$ cat src/rtl/adc_sample_averager.sv
// Paces getV requests to SPI_Driver, sums 2^LOG2_N samples and offers their truncated mean on a valid/ready port.
// Optional REQ watchdog with sticky timeoutErr: define SPI_TIMEOUT_EN.
//
// state | meaning
// IDLE  | waiting for en with vReady low
// REQ   | getV high, capture first vReady
// DROP  | wait for vReady low, then GAP or OUT
// GAP   | inter-sample idle down-count
// OUT   | avgValid high until avgReady
module adc_sample_averager #(
  parameter int DATA_W  = 10,
  parameter int LOG2_N  = 2,
  parameter int GAP     = 16,
  parameter int TIMEOUT = 4096
) (
  input  logic              CLK,
  input  logic              RST,
  input  logic              en,
  output logic              getV,
  input  logic              vReady,
  input  logic [DATA_W-1:0] v,
  output logic [DATA_W-1:0] avg,
  output logic              avgValid,
  input  logic              avgReady,
  output logic              timeoutErr
);

  localparam int AW = DATA_W + LOG2_N;
  localparam int CW = LOG2_N + 1;
  localparam int GW = (GAP > 0) ? $clog2(GAP + 1) : 1;
  localparam logic [CW-1:0] N_SAMP = CW'(1 << LOG2_N);

  localparam logic [2:0] S_IDLE = 3'd0;
  localparam logic [2:0] S_REQ  = 3'd1;
  localparam logic [2:0] S_DROP = 3'd2;
  localparam logic [2:0] S_GAP  = 3'd3;
  localparam logic [2:0] S_OUT  = 3'd4;

  logic [2:0]        state_q, state_d;
  logic [AW-1:0]     acc_q, acc_d;
  logic [CW-1:0]     cnt_q, cnt_d;
  logic [GW-1:0]     gap_q, gap_d;
  logic [DATA_W-1:0] avg_q, avg_d;

`ifdef SPI_TIMEOUT_EN
  localparam int TW = (TIMEOUT > 1) ? $clog2(TIMEOUT + 1) : 1;
  logic [TW-1:0] to_q, to_d;
  logic          terr_q, terr_d;
`else
  logic unused_cfg;
  assign unused_cfg = (TIMEOUT == 0);
`endif

  always_comb begin
    state_d = state_q;
    acc_d   = acc_q;
    cnt_d   = cnt_q;
    gap_d   = gap_q;
    avg_d   = avg_q;
`ifdef SPI_TIMEOUT_EN
    to_d    = to_q;
    terr_d  = terr_q;
`endif
    case (state_q)
      S_IDLE: begin
        // a stale vReady from a previous conversion must clear before requesting
        if (en && !vReady) begin
          state_d = S_REQ;
          acc_d   = '0;
          cnt_d   = '0;
`ifdef SPI_TIMEOUT_EN
          to_d    = TW'(TIMEOUT - 1);
`endif
        end
      end
      S_REQ: begin
        if (vReady) begin
          acc_d   = acc_q + AW'(v);
          cnt_d   = cnt_q + 1'b1;
          state_d = S_DROP;
        end
`ifdef SPI_TIMEOUT_EN
        else if (to_q == '0) begin
          terr_d  = 1'b1;
          acc_d   = '0;
          cnt_d   = '0;
          state_d = S_DROP;
        end else begin
          to_d = to_q - 1'b1;
        end
`endif
      end
      S_DROP: begin
        if (!vReady) begin
          if (cnt_q == N_SAMP) begin
            avg_d   = acc_q[AW-1:LOG2_N];
            state_d = S_OUT;
          end else begin
            gap_d   = GW'(GAP);
            state_d = S_GAP;
          end
        end
      end
      S_GAP: begin
        if (gap_q == '0) begin
          state_d = S_REQ;
`ifdef SPI_TIMEOUT_EN
          to_d    = TW'(TIMEOUT - 1);
`endif
        end else begin
          gap_d = gap_q - 1'b1;
        end
      end
      S_OUT: begin
        if (avgReady) state_d = S_IDLE;
      end
      default: state_d = S_IDLE;
    endcase
  end

  always_ff @(posedge CLK or posedge RST) begin
    if (RST) begin
      state_q <= S_IDLE;
      acc_q   <= '0;
      cnt_q   <= '0;
      gap_q   <= '0;
      avg_q   <= '0;
    end else begin
      state_q <= state_d;
      acc_q   <= acc_d;
      cnt_q   <= cnt_d;
      gap_q   <= gap_d;
      avg_q   <= avg_d;
    end
  end

`ifdef SPI_TIMEOUT_EN
  always_ff @(posedge CLK or posedge RST) begin
    if (RST) begin
      to_q   <= '0;
      terr_q <= 1'b0;
    end else begin
      to_q   <= to_d;
      terr_q <= terr_d;
    end
  end
  assign timeoutErr = terr_q;
`else
  assign timeoutErr = 1'b0;
`endif

  // outputs decode straight from state so RST removes getV without waiting for a clock
  assign getV     = (state_q == S_REQ);
  assign avgValid = (state_q == S_OUT);
  assign avg      = avg_q;

endmodule
$ cat config.mk
export PLATFORM = sky130hd
export DESIGN_NAME = adc_sample_averager
export DESIGN_NICKNAME = d
export VERILOG_FILES = /design/src/rtl/adc_sample_averager.sv
export SDC_FILE = /design/constraint.sdc
export NUM_CORES = 1
export LEC_CHECK = 0
export ABC_AREA = 1
export BUFFER_PORTS_ARGS = -buffer_cell sky130_fd_sc_hd__buf_2
export CAP_MARGIN = 30
export CORE_MARGIN = 3
export CORE_UTILIZATION = 40
export DETAILED_ROUTE_END_ITERATION = 8
export PLACE_DENSITY = 0.69
export SLEW_MARGIN = 30
export SYNTH_ARGS = -nofsm -noshare
export SYNTH_HDL_FRONTEND = slang
export SYNTH_SLANG_ARGS = --single-unit
$ cat constraint.sdc
create_clock -name CLK -period 2.09 [get_ports CLK]
set_input_delay 0.418 -clock CLK [delete_from_list [all_inputs] [get_ports CLK]]
set_output_delay 0.418 -clock CLK [all_outputs]
set_load 0.005 [all_outputs]
# Word level (Yosys, flattened, before mapping)
# Cells that the tools add are included.
op_classes:
  addsub: 3
  eq_ne: 12
  n_mux: 17
  n_bitwise: 1
  reduce_logical: 10
op_table:
  columns: ["operator", "count"]
  rows:
  - ["$mux W12", 2]
  - ["$mux W3", 8]
  - ["$pmux W12 S2", 1]
  - ["$mux W5", 3]
  - ["$pmux W3 S5", 1]
  - ["$add A12 B10 Y12", 1]
  - ["$ne A2 B2 Y1 const B", 5]
  - ["$pmux W5 S2", 1]
  - ["$eq A3 B2 Y1 const B", 2]
  - ["$eq A3 B3 Y1 const B", 2]
  - ["$pmux W3 S2", 1]
  - ["$reduce_and A3 Y1", 2]
  - ["$logic_not A5 Y1", 1]
  - ["$reduce_and A5 Y1", 1]
  - ["$sub A5 B1 Y5 const B", 1]
  - ["$ne A2 B1 Y1 const B", 2]
  - ["$reduce_and A4 Y1", 1]
  - ["$reduce_bool A2 Y1", 2]
  - ["$add A3 B1 Y3 const B", 1]
  - ["$eq A3 B1 Y1 const B", 1]
  - ["$logic_not A3 Y1", 1]
  - ["$logic_and A1 B1 Y1", 1]
  - ["$logic_not A1 Y1", 1]
  - ["$not A1 Y1", 1]
totals:
  ff_bits: 33
  in_bits: 15
  out_inout_bits: 13
  word_cells: 48

# Longest topological paths before layout
# Gate-level depths: netlist of run 1.
depth:
  word_depth: 4
  ltp_mapped: 10
  ltp_nobuf: 10

# Worst setup path after synthesis of run 1
# No wires, ideal clock.
synth_timing:
  path_kind: "input -> register"
  startpoint: "input v[0]"
  endpoint: "register acc_q[6]"
  setup_time_ns: 0.123
  arrival_ns: 1.545
  required_time_ns: 1.967
  setup_slack_ns: 0.422
  stages: 8
  n_path_buf: 0
  path_cell_list: "ha_1 > fa_1 > nand3_1 > nand3_1 > nand2_1 > nand2_1 > o21ai_0 > nand2_1"
synth_between:
  elab_chain_cells: 3
synth_lines:
  columns: ["item", "line", "text"]
  rows:
  - ["start, declared", "21", "input logic [DATA_W-1:0] v,"]
  - ["$add A12 B10 Y12", "78", "acc_d = acc_q + AW'(v);"]
  - ["$mux W12", "77", "if (vReady) begin"]
  - ["$pmux W12 S2", "64", "case (state_q)"]
  - ["end signal, assigned", "124", "acc_q <= '0;"]
  - ["end signal, assigned", "130", "acc_q <= acc_d;"]
  - ["end, declared", "40", "logic [AW-1:0] acc_q, acc_d;"]
# No other way between the ends. The select of a mux whose other input is x is not followed.
# A chain may end at the register's enable or synchronous reset.

# Final worst setup path of run 1
layout_timing:
  startpoint: "register acc_q[0]"
  endpoint: "register acc_q[6]"
layout_between:
  elab_chain_cells: 3
layout_lines:
  columns: ["item", "line"]
  rows:
  - ["$add A12 B10 Y12", "78"]
  - ["$mux W12", "77"]
  - ["$pmux W12 S2", "64"]
# No other way between the ends. The select of a mux whose other input is x is not followed.

==> flow_summary.toml, run 1 <==
[global_route]
use_met2_pct = 24.7
antenna_found_initial = 0
grt_max_degree = 34
busiest_layer = "met2"
grt_pass1_wl_mm = 7.52
gr-usage-met1_pct = 20.4
grt.total_usage_pct = 15.6
first_global_vias = 1679
use_met3_pct = 4.29
grt_overflow = 0

[sta]
hold_viol_final = 0
holdWs_ns = 0.207
tns_ns = 0
finalSetupViolCount = 0
post-route-min-period_ns = 1.79
fin_skew_ns = 0.0107
fmax_ghz = 0.557
min_period_over_period_pct = 85.9
drv_slew = 0
rsz0062_at_grt = "no"

[final_layout]
final_common_cell = "nand2_1"
mostFrequentLayoutCells = "nand2_1 (74), inv_1 (35), dfrtp_1 (33)"
drive_gt1_share_pct = 18.1
area_delta_synth_final_pct = 14.3
n_antenna_cell = 0
layout.nets = 322

[logic_synthesis]
syn_inst = 261
synthTopCellsByArea = "dfrtp_1 (40%), nand2_1 (14%), ha_1 (8.5%)"
seq_area_frac_synth_pct = 40.2
syn-num-nets = 291
avgSynthCellArea_sq_um = 7.87
synth_cell_types = 27
netlist_area_sq_um = 2050
ys_seq_elements = 33
yosysWarnings = 0
yosysTopAreaCell = "dfrtp_1"
synthDominantCellAreaShare_pct = 40.2

[route]
wl_per_cell_um = 11.9
routed_via_density = 4.81
vias = 1733
drtIter0Drc = 76
drc = 0
first_pass_iters = 4
wirelength_mm = 4.29
ant_nets = 0

[clock_tree]
cts_buffers = 5
cts-root-buf = "clkbuf_8"
postCtsSetupBuffers = 0
cts_buffer_depth = 2
tritoncts = "yes"
post_cts_resized = 0
cts.sinks = 33
postCtsHoldBufs = 0
clkTransAtPathRegs_ns = 0.08
insertion_delay_ns = 0.29
htree_levels = 2

[worst_setup_path]
end_kind = "flop"
cp.arrival_ns = 1.96
startpoint = "acc_q[0]"
start_kind = "flop"
critPathMaxFanout = 3
cp.required_ns = 2.26
r2r_start = "acc_q[0]"
worst-setup-path-type = "flop to flop"

[power]
vdd_drop_max_mv = 0.521
power_density_nw_per_um2 = 1380
p_leak_uw = 0.00131

[placed_design]
hpwl_mm = 3.15
place_congestion = 0.897
numPortBuffers = 26

[die]
die_width_um = 77.7
start_util_pct = 42.4
design.core.area_sq_um = 4850
dieArea_sq_um = 6030
ios = 28
die_height_um = 77.7
row_count = 25

[run_status]
outcome = "completed"

[min_path]
hold_class = "input port to asynchronous set/reset pin"

[flow_run]
max_cap_violations = 0
through the flow:
stage | area [sq um] | std cells | utilization, % | setup WS, ns | total power (uW)
floorplan | 2050 | 261 | - | 0.422 | 2320
global placement | 2250 | 352 | 46.3 | 0.241 | 2660
detailed placement | 2250 | 352 | 46.3 | 0.192 | 2700
CTS | 2350 | 360 | 48.4 | 0.342 | 3270
global route | 2350 | 360 | 48.4 | 0.208 | 3570
finish | 2350 | 360 | 48.4 | 0.296 | 3240
final timing paths:
path | end | depth (start not counted) | slack, ns
worst max register to register | acc_q[6] | 8 | 0.30
max in group asynchronous | avg[8] | 3 | 1.56
worst max-delay path | acc_q[6] | 8 | 0.30
worst min register to register | avg[2] | 2 | 0.48
worst min-delay path | gap_q[4] | 3 | 0.21
min in group CLK | state_q[2] | 4 | 0.40
layout make-up:
type	instances	area, sq um
Timing Repair Buffer	27	138
Clock inverter	1	5.00
Clock buffer	7	96.3
Sequential cell	33	826
Inverter	37	139
Multi-Input combinational cell	188	1060
Tap cell	67	83.8
Fill cell	468	2500
cell usage after synthesis:
library cell and instances:
nand3_2 2, conb_1 1, a22o_1 2, nand2_1 74, nand2_2 4, nand3_1 23
nor2_1 17, nand3b_1 1, inv_2 2, nor3_4 1, nor2_2 3, xnor2_1 3
inv_1 35, o22ai_1 4, xor2_1 3, a21boi_0 1, dfrtp_1 33, buf_6 2
a21oi_1 12, nor3_1 2, buf_4 1, o21ai_0 12, fa_1 1, mux2_2 5
nand4_1 2, mux2_4 1, ha_1 14
state kept, by name (all words and copies together) (netlist names):
signal and flops:
acc_q 12, avg 10, gap_q 5, cnt_q 3
state_q 3
worst max-delay path: stages, from the launching register on:
cell and delay, ns:
dfrtp_1 0.38, ha_1 0.22, fa_1 0.43, nand3_1 0.09, nand3_1 0.14, nand2_1 0.10
nand2_1 0.06, o21ai_0 0.19, nand2_1 0.07
cell families after synthesis:
family | Yosys count | synth area share [%]
fa+ha+maj | 15 | 9.50
other cells | 1 | 0.183
simple gates | 129 | 27.6
mux | 6 | 3.47
flops | 33 | 40.2
xor+xnor | 6 | 2.56
buf+inv | 40 | 8.22
compound gates | 31 | 8.28
power by group:
group | switching (uW) | total (uW) | internal [uW]
Clock | 243 | 541 | 298
Combinational | 962 | 1610 | 646
Sequential | 181 | 1090 | 906
layer usage:
layer  part of all wire [%]  vias to the layer above
met5                      0                        -
met4                    1.1                        0
met3                    5.0                        6
met2                     45                       41
met1                     49                      786
li1                       -                      900
No activity file was read; power rests on OpenSTA's default activity.
==> run 2: changes to the inputs <==
Settings changed: ABC_AREA 1 to unset.
==> run 2 against run 1 <==
Via count shrank 14%; clock skew shrank 0.0055 ns; synthesized area shrank 8.6%; sequential share of layout area grew 1.5 points; highest routed layer unchanged.
==> flow_summary.toml, run 2 <==
[worst_setup_path]
start_kind = "flop"
r2r-end = "acc_q[8]"
reg2reg_depth = 8
rrSetupSlack_ns = 0.19
cp.arrival_ns = 2.05
crit_chain = "ha_1 > fa_1 > a21oi_2 > o21ai_1 > a21oi_2 > o21ai_0 > xnor2_1 > o21ai_0"
critPathMaxFanout = 3
cp.required_ns = 2.24
path_delay_family = "adder cells"
worst-setup-path-type = "flop to flop"
r2r_start = "acc_q[0]"
crit_slowest_cell = "fa_1"
slowest_delay_ns = 0.42
end_kind = "flop"
critical_path_buf_inv_count = 0

[die]
dieArea_sq_um = 5550
die_width_um = 74.5
ios = 28
design.core.area_sq_um = 4440
die_height_um = 74.5
start_util_pct = 42.3
row_count = 24

[placed_design]
numPortBuffers = 26
hpwl_mm = 2.72
place_congestion = 0.814

[sta]
fmax_ghz = 0.526
fin_skew_ns = 0.00520
holdWs_ns = 0.214
worst_pin_slew_ns = 0.578
relSlewSlack_pct = 60.9
rsz0062_at_grt = "no"
drv_slew = 0
min_period_over_period_pct = 91.0
finalSetupViolCount = 0
hold_viol_final = 0
post-route-min-period_ns = 1.90

[route]
vias = 1490
routed_via_density = 5.14
drtIter0Drc = 64
ant_nets = 0
wl_per_cell_um = 13.0
first_pass_iters = 4
drc = 0
wirelength_mm = 3.78

[final_layout]
n_antenna_cell = 0
largest_reg_flops = 12
drive_gt1_share_pct = 24.8
area_delta_synth_final_pct = 19.8
layout.nets = 268
mostFrequentLayoutCells = "dfrtp_1 (33), nand2_1 (32), buf_2 (26)"
final_common_cell = "dfrtp_1"
regMostFlops = "acc_q"

[flow_run]
max_cap_violations = 0

[logic_synthesis]
seq_area_frac_synth_pct = 44.0
avgSynthCellArea_sq_um = 9.53
yosysTopAreaCell = "dfrtp_1"
yosysWarnings = 0
synth_cell_types = 38
synthTopCellsByCount = "dfrtp_1 (33), nand2_1 (32), a21oi_1 (16), o21ai_0 (16), ha_1 (14)"
syn_inst = 197
ys_seq_elements = 33
syn-num-nets = 227
synth_ff_type = "dfrtp_1"
synth_edf_count = 0
netlist_area_sq_um = 1880
synth_most_common_cell = "dfrtp_1"
synthDominantCellAreaShare_pct = 44.0
synthTopCellsByArea = "dfrtp_1 (44%), ha_1 (9.3%), nand2_1 (6.4%)"
async_flop_share_pct = 100

[clock_tree]
cts_buffers = 5
cts.sinks = 33
cts-root-buf = "clkbuf_8"
htree_levels = 2
insertion_delay_ns = 0.29
cts_buffer_depth = 2
postCtsSetupBuffers = 0
clkTransAtPathRegs_ns = 0.07
tritoncts = "yes"

[global_route]
grt_max_degree = 34
first_global_vias = 1461
grt.total_usage_pct = 15.8
grt_pass1_wl_mm = 6.67
antenna_found_initial = 0
grt_overflow = 0

[power]
p_leak_uw = 0.00110
power_uw = 2990
power_density_nw_per_um2 = 1330
vdd_drop_max_mv = 0.558

[run_status]
outcome = "completed"

[min_path]
hold_class = "input port to asynchronous set/reset pin"
## run 2: cell count changes in the layout (fill, tap and decap cells not counted), moves of 4 or more
cell     delta
nand2_1    -42
xor2_1      +4
nand3_1    -20
nor2_1      -8
inv_1      -26
nand2_2     -4
buf_4      +14
nor3_1      +4
mux2_2      +4
## run 2: worst max path at each step
stage | startpoint | endpoint | slack, ns | depth (start not counted)
after floorplan | v[0] | acc_q[8] | 0.15 | 8
after global placement | v[0] | acc_q[6] | -0.08 | 9
after detailed placement | v[0] | acc_q[6] | -0.07 | 9
after CTS | acc_q[0] | acc_q[6] | 0.07 | 8
after global routing | acc_q[0] | acc_q[8] | 0.01 | 8
final | acc_q[0] | acc_q[8] | 0.19 | 8
## run 2: per-stage QoR
stage / setup TNS [ns] / instances / area, sq um / util [%] / setup WS [ns]
6_report: 0 / 290 / 2250 / 50.6 / 0.189
4_1_cts: 0 / 290 / 2240 / 50.5 / 0.0671
5_1_grt: 0 / 290 / 2250 / 50.6 / 0.0124
2_1_floorplan: 0 / 197 / 1880 / - / 0.153
3_5_place_dp: -0.156 / 283 / 2160 / 48.5 / -0.0699
3_3_place_gp: -0.168 / 283 / 2160 / 48.5 / -0.0781
## run 2: cells by family after synthesis
kind of cell | Yosys count | synth area share (%)
adders and majority gates | 15 | 10.4
muxes | 9 | 5.40
xor gates and xnor gates | 13 | 6.06
DFF | 33 | 44.0
buffers and inverters | 16 | 3.40
and+or+nand+nor | 60 | 14.8
AOI/OAI and AO/OA | 50 | 15.8
other | 1 | 0.200
## run 2: power breakdown
part           total, uW  switching (uW)  internal (uW)
Sequential          1070             187            885
Combinational       1430             744            682
Clock                492             231            261
## run 2: final cells by class
cell class / count / area, sq um
tap: 52 / 65.1
fill: 429 / 2190
clock buffer: 7 / 86.3
inverter: 9 / 33.8
sequential: 33 / 826
multi-input combinational: 148 / 996
timing repair buffer: 41 / 243
## run 2: worst reg2reg max path, delay by kind of cell, from the launching register on
family / cells / cell delay (ns)
flip-flops: 1 / 0.39
adder cells (fa/ha/maj): 2 / 0.63
XOR/XNOR: 1 / 0.14
AO/OA/AOI/OAI: 5 / 0.62
## run 2: what timing repair did
action,4_1_cts,5_1_grt
resized for setup,0,3
hold buffers,0,0
setup endpoints to repair,0,3
## run 2: routing by layer
| layer | part of all wire, % | track usage (%) |
|---|---|---|
| met5 | 0 | 0 |
| met4 | 2.2 | 8.30 |
| met3 | 3.9 | 3.38 |
| met2 | 43 | 23.3 |
| met1 | 50 | 21.7 |
==> run 3: changes to the inputs <==
Settings changed: CORE_MARGIN 3 to 2.
==> run 3 against run 2 <==
Non-clock buffer count unchanged; register-to-register slack lost 0.09 ns; clock skew decreased by 0.00071 ns; critical path type unchanged; wire length increased by 2.6%; die area fell by 5.3%; count of clock-buffer cells in the layout unchanged; setup slack got worse by 0.086 ns; utilization hardly changed; combinational power about the same; fmax fell by 4.3%.
==> flow_summary.toml, run 3 (synthesized netlist as in run 2, its figures left out) <==
[route]
vias = 1522
first_pass_iters = 4
ant_nets = 0
drtIter0Drc = 93
wl_per_cell_um = 13.4
routed_via_density = 5.25
wirelength_mm = 3.88
drc = 0

[worst_setup_path]
cp.arrival_ns = 2.20
start_kind = "flop"
cp.required_ns = 2.31
worst-setup-path-type = "flop to flop"
end_kind = "flop"
critPathMaxFanout = 3

[global_route]
grt_max_degree = 34
first_global_vias = 1531
grt_overflow = 0
grt.total_usage_pct = 17.2
antenna_found_initial = 0
grt_pass1_wl_mm = 7.00

[sta]
holdWs_ns = 0.208
fin_ws_ns = 0.102
hold_viol_final = 0
post-route-min-period_ns = 1.99
fin_skew_ns = 0.00448
fmax_ghz = 0.503
relSlewSlack_pct = 63.3
worst_pin_slew_ns = 0.543
min_period_over_period_pct = 95.1
finalSetupViolCount = 0
drv_slew = 0
rsz0062_at_grt = "no"

[final_layout]
nFillCells = 423
layout.nets = 268
seq_area_sq_um = 826
fin_cells = 290
drive_gt1_share_pct = 24.8
area_delta_synth_final_pct = 19.7
mostFrequentLayoutCells = "dfrtp_1 (33), nand2_1 (32), buf_2 (26)"
final_common_cell = "dfrtp_1"
largest_reg_flops = 12
regMostFlops = "acc_q"
fin_area_sq_um = 2250
multi_input_area_sq_um = 995
n_antenna_cell = 0

[die]
design.core.area_sq_um = 4440
start_util_pct = 42.3
die_width_um = 72.5
ios = 28
dieArea_sq_um = 5260
die_height_um = 72.5
row_count = 24

[placed_design]
numPortBuffers = 26
pre_cts_slack_ns = -0.0886
hpwl_mm = 2.81
placedInstanceArea_sq_um = 2160
place_congestion = 0.811
placed_cells = 283

[clock_tree]
cts.sinks = 33
insertion_delay_ns = 0.29
postCtsSetupBuffers = 0
cts_buffer_depth = 2
cts-root-buf = "clkbuf_8"
cts_buffers = 5
htree_levels = 2
clkTransAtPathRegs_ns = 0.06
tritoncts = "yes"

[power]
p_leak_uw = 0.00110
power_uw = 3010
power_density_nw_per_um2 = 1340
vdd_drop_max_mv = 0.614

[run_status]
outcome = "completed"

[min_path]
hold_class = "input port to asynchronous set/reset pin"

[flow_run]
max_cap_violations = 0
## run 3: what timing repair did
action | in CTS | in global routing
setup endpoints to repair | 0 | 3
resized for setup | 0 | 3
hold buffers | 0 | 0
## run 3: critical path, cell delays in order, from the launching register on
cell	delay (ns)
dfrtp_1	0.35
ha_1	0.19
fa_2	0.23
a21oi_2	0.06
o21ai_0	0.19
a21oi_1	0.13
o31a_1	0.31
or3_1	0.31
a21oi_1	0.14
## run 3: per-stage QoR
stage	setup TNS, ns	util [%]
floorplan	0	-
global placement	-0.156	48.5
detailed placement	-0.227	48.5
CTS	0	50.5
global route	0	50.6
finish	0	50.6
## run 3: final timing paths
check	startpoint	endpoint	slack (ns)	cells after the start
setup / recovery	acc_q[0]	acc_q[10]	0.10	8
hold / removal	RST	avg[5]	0.21	3
setup reg to reg	acc_q[0]	acc_q[10]	0.10	8
hold reg to reg	avg[8]	avg[8]	0.48	2
max in group asynchronous	RST	acc_q[2]	1.58	3
min in group CLK	avgReady	state_q[2]	0.32	2
## run 3: final cells by class
| cell class | count | share of cell area, % |
|---|---|---|
| multi-input combinational | 148 | 44.2 |
| sequential | 33 | 36.7 |
| timing repair buffer | 41 | 10.8 |
| clock buffer | 7 | 3.84 |
| tap | 52 | 2.89 |
| inverter | 9 | 1.50 |
## run 3: layer usage
layer  GRT usage (%)  part of all wire [%]
met1            23.7                    48
met2            25.3                    46
met3            5.14                   4.2
met4            7.00                   1.8
met5               0                     0
## run 3: report_power, final
group | total [uW] | internal [uW] | switching [uW] | leakage (uW)
Combinational | 1440 | 688 | 753 | 0.000628
Sequential | 1080 | 885 | 194 | 0.000424
Clock | 489 | 261 | 228 | 0.0000443
